## src/rtl/multicycle_control.sv

```systemverilog
// Multicycle MIPS-subset control unit.
//
// Moore FSM that sequences fetch, decode, execute, memory and write-back
// for lw, sw, R-type, jr, beq, addi, j and jal. Memory-facing states
// (FETCH, MEMRD, MEMWR) stretch to MEM_WAIT+1 cycles and fire their
// strobes only in the final cycle. A retired-instruction counter advances
// on the edge that leaves each instruction's last state.
//
// Ports:
//   clock, reset        rising-edge clock, synchronous active-high reset
//   opcode, funct, zero instruction fields and ALU zero flag
//   pcWrite .. pcSrc    datapath enables and mux selects
//   state               current state encoding (debug)
//   illegal             one-cycle pulse in DECODE on an unsupported opcode
//   instrCount          retired-instruction count, wraps at 2^CNT_W
module multicycle_control #(
    parameter int unsigned MEM_WAIT = 0,
    parameter int unsigned CNT_W    = 32
) (
    input  logic             clock,
    input  logic             reset,
    input  logic [5:0]       opcode,
    input  logic [5:0]       funct,
    input  logic             zero,
    output logic             pcWrite,
    output logic             iOrD,
    output logic             irWrite,
    output logic             memWrite,
    output logic [1:0]       memToReg,
    output logic [1:0]       regDst,
    output logic             regWriteEnable,
    output logic             aluSrcA,
    output logic [1:0]       aluSrcB,
    output logic [1:0]       aluOp,
    output logic [1:0]       pcSrc,
    output logic [3:0]       state,
    output logic             illegal,
    output logic [CNT_W-1:0] instrCount
);

    typedef enum logic [3:0] {
        FETCH  = 4'd0,
        DECODE = 4'd1,
        MEMADR = 4'd2,
        MEMRD  = 4'd3,
        MEMWB  = 4'd4,
        MEMWR  = 4'd5,
        EXEC   = 4'd6,
        ALUWB  = 4'd7,
        BRANCH = 4'd8,
        ADDIEX = 4'd9,
        ADDIWB = 4'd10,
        JUMP   = 4'd11,
        JAL    = 4'd12,
        JR     = 4'd13
    } state_t;

    localparam logic [5:0] OP_RTYPE = 6'b000000;
    localparam logic [5:0] OP_LW    = 6'b100011;
    localparam logic [5:0] OP_SW    = 6'b101011;
    localparam logic [5:0] OP_BEQ   = 6'b000100;
    localparam logic [5:0] OP_ADDI  = 6'b001000;
    localparam logic [5:0] OP_J     = 6'b000010;
    localparam logic [5:0] OP_JAL   = 6'b000011;
    localparam logic [5:0] FN_JR    = 6'b001000;

    localparam logic [3:0] WAIT_LAST = 4'(MEM_WAIT);

    state_t           state_q, state_d;
    logic [3:0]       wait_q, wait_d;
    logic [CNT_W-1:0] count_q, count_d;
    logic             wait_done;
    logic             retire;

    always_comb begin
        state_d        = state_q;
        wait_d         = '0;  // any state change re-enters with a cleared counter
        count_d        = count_q;
        retire         = 1'b0;
        wait_done      = (wait_q == WAIT_LAST);
        pcWrite        = 1'b0;
        iOrD           = 1'b0;
        irWrite        = 1'b0;
        memWrite       = 1'b0;
        memToReg       = 2'b00;
        regDst         = 2'b00;
        regWriteEnable = 1'b0;
        aluSrcA        = 1'b0;
        aluSrcB        = 2'b00;
        aluOp          = 2'b00;
        pcSrc          = 2'b00;
        illegal        = 1'b0;

        unique case (state_q)
            FETCH: begin
                aluSrcB = 2'b01;
                if (wait_done) begin
                    irWrite = 1'b1;
                    pcWrite = 1'b1;
                    state_d = DECODE;
                end else begin
                    wait_d = wait_q + 4'd1;
                end
            end
            DECODE: begin
                aluSrcB = 2'b11;
                unique case (opcode)
                    OP_LW, OP_SW: state_d = MEMADR;
                    OP_RTYPE:     state_d = (funct == FN_JR) ? JR : EXEC;
                    OP_BEQ:       state_d = BRANCH;
                    OP_ADDI:      state_d = ADDIEX;
                    OP_J:         state_d = JUMP;
                    OP_JAL:       state_d = JAL;
                    default: begin
                        illegal = 1'b1;
                        state_d = FETCH;
                    end
                endcase
            end
            MEMADR: begin
                aluSrcA = 1'b1;
                aluSrcB = 2'b10;
                state_d = (opcode == OP_LW) ? MEMRD : MEMWR;
            end
            MEMRD: begin
                iOrD = 1'b1;
                if (wait_done) state_d = MEMWB;
                else           wait_d  = wait_q + 4'd1;
            end
            MEMWB: begin
                memToReg       = 2'b01;
                regWriteEnable = 1'b1;
                retire         = 1'b1;
                state_d        = FETCH;
            end
            MEMWR: begin
                iOrD = 1'b1;
                if (wait_done) begin
                    memWrite = 1'b1;
                    retire   = 1'b1;
                    state_d  = FETCH;
                end else begin
                    wait_d = wait_q + 4'd1;
                end
            end
            EXEC: begin
                aluSrcA = 1'b1;
                aluOp   = 2'b10;
                state_d = ALUWB;
            end
            ALUWB: begin
                regDst         = 2'b01;
                regWriteEnable = 1'b1;
                retire         = 1'b1;
                state_d        = FETCH;
            end
            BRANCH: begin
                aluSrcA = 1'b1;
                aluOp   = 2'b01;
                pcSrc   = 2'b01;
                pcWrite = zero;
                retire  = 1'b1;
                state_d = FETCH;
            end
            ADDIEX: begin
                aluSrcA = 1'b1;
                aluSrcB = 2'b10;
                state_d = ADDIWB;
            end
            ADDIWB: begin
                regWriteEnable = 1'b1;
                retire         = 1'b1;
                state_d        = FETCH;
            end
            JUMP: begin
                pcSrc   = 2'b10;
                pcWrite = 1'b1;
                retire  = 1'b1;
                state_d = FETCH;
            end
            JAL: begin
                // Link and jump share one cycle: WD3 takes PC, which still holds PC+4.
                pcSrc          = 2'b10;
                pcWrite        = 1'b1;
                regDst         = 2'b10;
                memToReg       = 2'b10;
                regWriteEnable = 1'b1;
                retire         = 1'b1;
                state_d        = FETCH;
            end
            JR: begin
                pcSrc   = 2'b11;
                pcWrite = 1'b1;
                retire  = 1'b1;
                state_d = FETCH;
            end
            default: state_d = FETCH;
        endcase

        if (retire) count_d = count_q + CNT_W'(1);

        // Reset is synchronous for state, but strobes are gated immediately so
        // an abandoned instruction cannot write anything in its last cycle.
        if (reset) begin
            pcWrite        = 1'b0;
            irWrite        = 1'b0;
            memWrite       = 1'b0;
            regWriteEnable = 1'b0;
            illegal        = 1'b0;
        end
    end

    always_ff @(posedge clock) begin
        if (reset) begin
            state_q <= FETCH;
            wait_q  <= '0;
            count_q <= '0;
        end else begin
            state_q <= state_d;
            wait_q  <= wait_d;
            count_q <= count_d;
        end
    end

    assign state      = state_q;
    assign instrCount = count_q;

endmodule

```

## config.mk

```make
export PLATFORM = sky130hd
export DESIGN_NAME = multicycle_control
export DESIGN_NICKNAME = d
export VERILOG_FILES = /design/src/rtl/multicycle_control.sv
export SDC_FILE = /design/constraint.sdc
export NUM_CORES = 1
export LEC_CHECK = 0
export CORE_MARGIN = 10
export CORE_UTILIZATION = 55
export DETAILED_ROUTE_END_ITERATION = 7
export DONT_BUFFER_PORTS = 1
export GPL_TIMING_DRIVEN = 0
export PLACE_DENSITY = 0.78
export SLEW_MARGIN = 40
export SYNTH_ARGS = -nofsm -noshare
export SYNTH_HDL_FRONTEND = slang
export SYNTH_SLANG_ARGS = --single-unit
```

## constraint.sdc

```tcl
create_clock -name clock -period 2.71 [get_ports clock]
set_input_delay 0.271 -clock clock [delete_from_list [all_inputs] [get_ports clock]]
set_output_delay 0.271 -clock clock [all_outputs]
set_load 0.02 [all_outputs]
```

==> impl_metrics.yaml <==
run_status:
  status: "finished, final reports clean"
routing:
  vias: 2484
  first_pass_iters: 4
  wirelength_mm: 6.72
  drc: 0
  ant_nets: 0
  dr.first_iter.drc_count: 91
  vias_per_cell: 6.45
  wl_per_cell_um: 17.4
logic_synthesis:
  synth_flop_cell: "dfxtp_1"
  synth.top_cell.area_share_pct: 32.4
  synth.avg_cell_area_sq_um: 7.60
  ys_warn_count: 0
  netlist_area_sq_um: 2470
  syn-num-nets: 343
  yosys-top-cells-area: "dfxtp_1 32%, nor2_1 6.5%, a21oi_1 5.5%"
  syn-instance-count: 325
  synth_enable_flop_cells: 0
  yosysTopAreaCell: "dfxtp_1"
  yosysUniqueCellTypes: 55
  ys_seq_area_share_pct: 32.4
  async_reset_ff_share_pct: 0
  yosys.cell_count.top_type: "nor2_1"
  ys_ff_latch: 40
  synth_common_cells: "43 x nor2_1, 40 x dfxtp_1, 27 x a21oi_1"
sta:
  post-route-min-period_ps: 2600
  fin_setup_tns_ps: 0
  fmax_ghz: 0.385
  hold_viol: 0
  fin_skew_ps: 7.86
  maxSlewViolCount: 0
  post-route-period-util_pct: 95.9
  setup_viol: 0
  setup_ws_ps: 111
  slew_headroom_pct: 56.3
  rsz0062_at_grt: "false"
  tightest_slew_ps: 651
clocking:
  post_cts_buffers: 0
  path_clk_slew_ps: 80
  cts-root-buf: "clkbuf_8"
  clk_latency_ps: 300
  cts_buffer_depth: 2
  cts_buffers: 5
  cts_sinks: 40
  htreeDepth: 2
  cts_tree: "done"
global_route:
  grt.total_usage_pct: 17.4
  grt_max_degree: 14
  grt_pass1_vias: 2248
  grt_pass1_wl_mm: 10.9
  antenna_found_initial: 0
  grt-ovfl-total: 0
place:
  gp_congestion: 0.871
  pre_cts_slack_ps: 221
  io_buffers: 0
  detailedPlacementHpwl_mm: 4.96
die:
  die_w_um: 87.0
  core_sq_um: 4350
  rows: 24
  die_h_um: 87.0
  ios: 68
  start_util_pct: 56.8
  die_area_sq_um: 7570
worst_setup_path:
  critPathRequiredTime_ps: 2440
  cp_data_arrival_time_ps: 2330
  reg2reg_setup_slack_ps: 210
  end_kind: "primary output"
  critPathKind: "flop to primary output"
  path_max_fanout: 10
  reg2reg_to: "instrCount[28]"
  regToRegStartpoint: "wait_q[0]"
  cp-startpoint: "wait_q[0]"
  critPathLaunchType: "flop"
  r2r_cells: 7
run:
  max-cap-violations: 0
finish:
  multiInputGateArea_sq_um: 1580
  num-nets-final: 350
  antennaDiodeCount: 0
  regArea_sq_um: 801
  area_growth_pct: 8.61
  fillCellCount: 400
  drive_above_1_share_pct: 7.81
power_and_ir_drop:
  leakage_nw: 0.790
  power_density_nw_per_um2: 449
  vdd_drop_max_mv: 0.403
worst_hold_path:
  whs_endpoint: "state[0]"
  hold_class: "primary input to flop"
  min_from: "reset"
  hold_depth: 2
[sequential cells by signal (all words and copies together) (netlist names)]
signal	cells
instrCount	32
state	4
wait_q	4
[per-layer routing]
layer	up-vias	routed length, um	global-route usage, %
li1	1230	-	-
met1	1126	2770	20.6
met2	121	3200	28.2
met3	7	677	6.37
met4	0	66	5.60
met5	-	0	0
[what timing repair did]
action                                  CTS  global route
hold buffers                              0             0
gates resized for setup                   0            10
endpoints found under the setup margin    0             8
[metrics by stage]
stage          std cells  utilization [%]  hold slack, ps  cell area [sq um]  total power (W)
6_report             385             61.6             190               2680          0.00121
3_3_place_gp         377             58.2             447               2540         0.000690
5_1_grt              385             61.6             194               2680          0.00124
3_5_place_dp         377             58.2             459               2540         0.000691
2_1_floorplan        325                -             430               2470         0.000675
4_1_cts              385             61.0             187               2660          0.00120
[worst max-delay path by stage]
stage                          end  slack [ps]  depth (start not counted)
floorplan           instrCount[22]         510                          9
global placement    instrCount[22]         250                          9
detailed placement  instrCount[31]         220                          9
CTS                       pcSrc[0]          40                          4
global route               irWrite           6                          6
finish                     irWrite         110                          6
[cell type report]
| class | instances | area share [%] |
|---|---|---|
| Multi-Input combinational cell | 258 | 58.9 |
| Sequential cell | 40 | 29.8 |
| Clock buffer | 6 | 3.08 |
| Buffer | 18 | 3.03 |
| Tap cell | 52 | 2.42 |
| Clock inverter | 2 | 1.45 |
| Inverter | 9 | 1.26 |
[placed cells by master, fill, tap and decap left out, types with 5 or more instances in the layout]
master	n
nand3_1	14
nor3_1	10
o31ai_1	9
nor2b_1	5
inv_1	9
clkbuf_8	6
xnor2_1	11
clkbuf_1	11
nand2_1	26
or3_1	13
o21ai_0	15
a2111oi_0	5
a21oi_1	27
nand4_1	9
dfxtp_1	40
nor4_1	5
nor2_1	43
or4_1	8
nand2b_1	7
[report_power, final]
part	leakage [nW]	total [W]	switching, W	internal [W]
clock network	0.0614	0.000526	0.000225	0.000301
logic	0.406	0.0000840	0.0000582	0.0000257
registers	0.322	0.000595	0.00000614	0.000589
total	0.790	0.00121	0.000289	0.000916
[critical path, cell delays in order, from the launching register on]
cell and delay (ps):
dfxtp_1 340, inv_1 60, ha_1 120, or3b_1 390, buf_6 170, or4_1 430
nor3_1 520
[kinds of logic after synthesis]
logic type,synth area share (%)
buf+inv,4.46
flops,32.4
compound gates,22.1
simple gates,34.9
xor+xnor,4.25
fa+ha+maj,1.52
mux,0.405
Note: power is estimated with default switching activity, not from simulation.
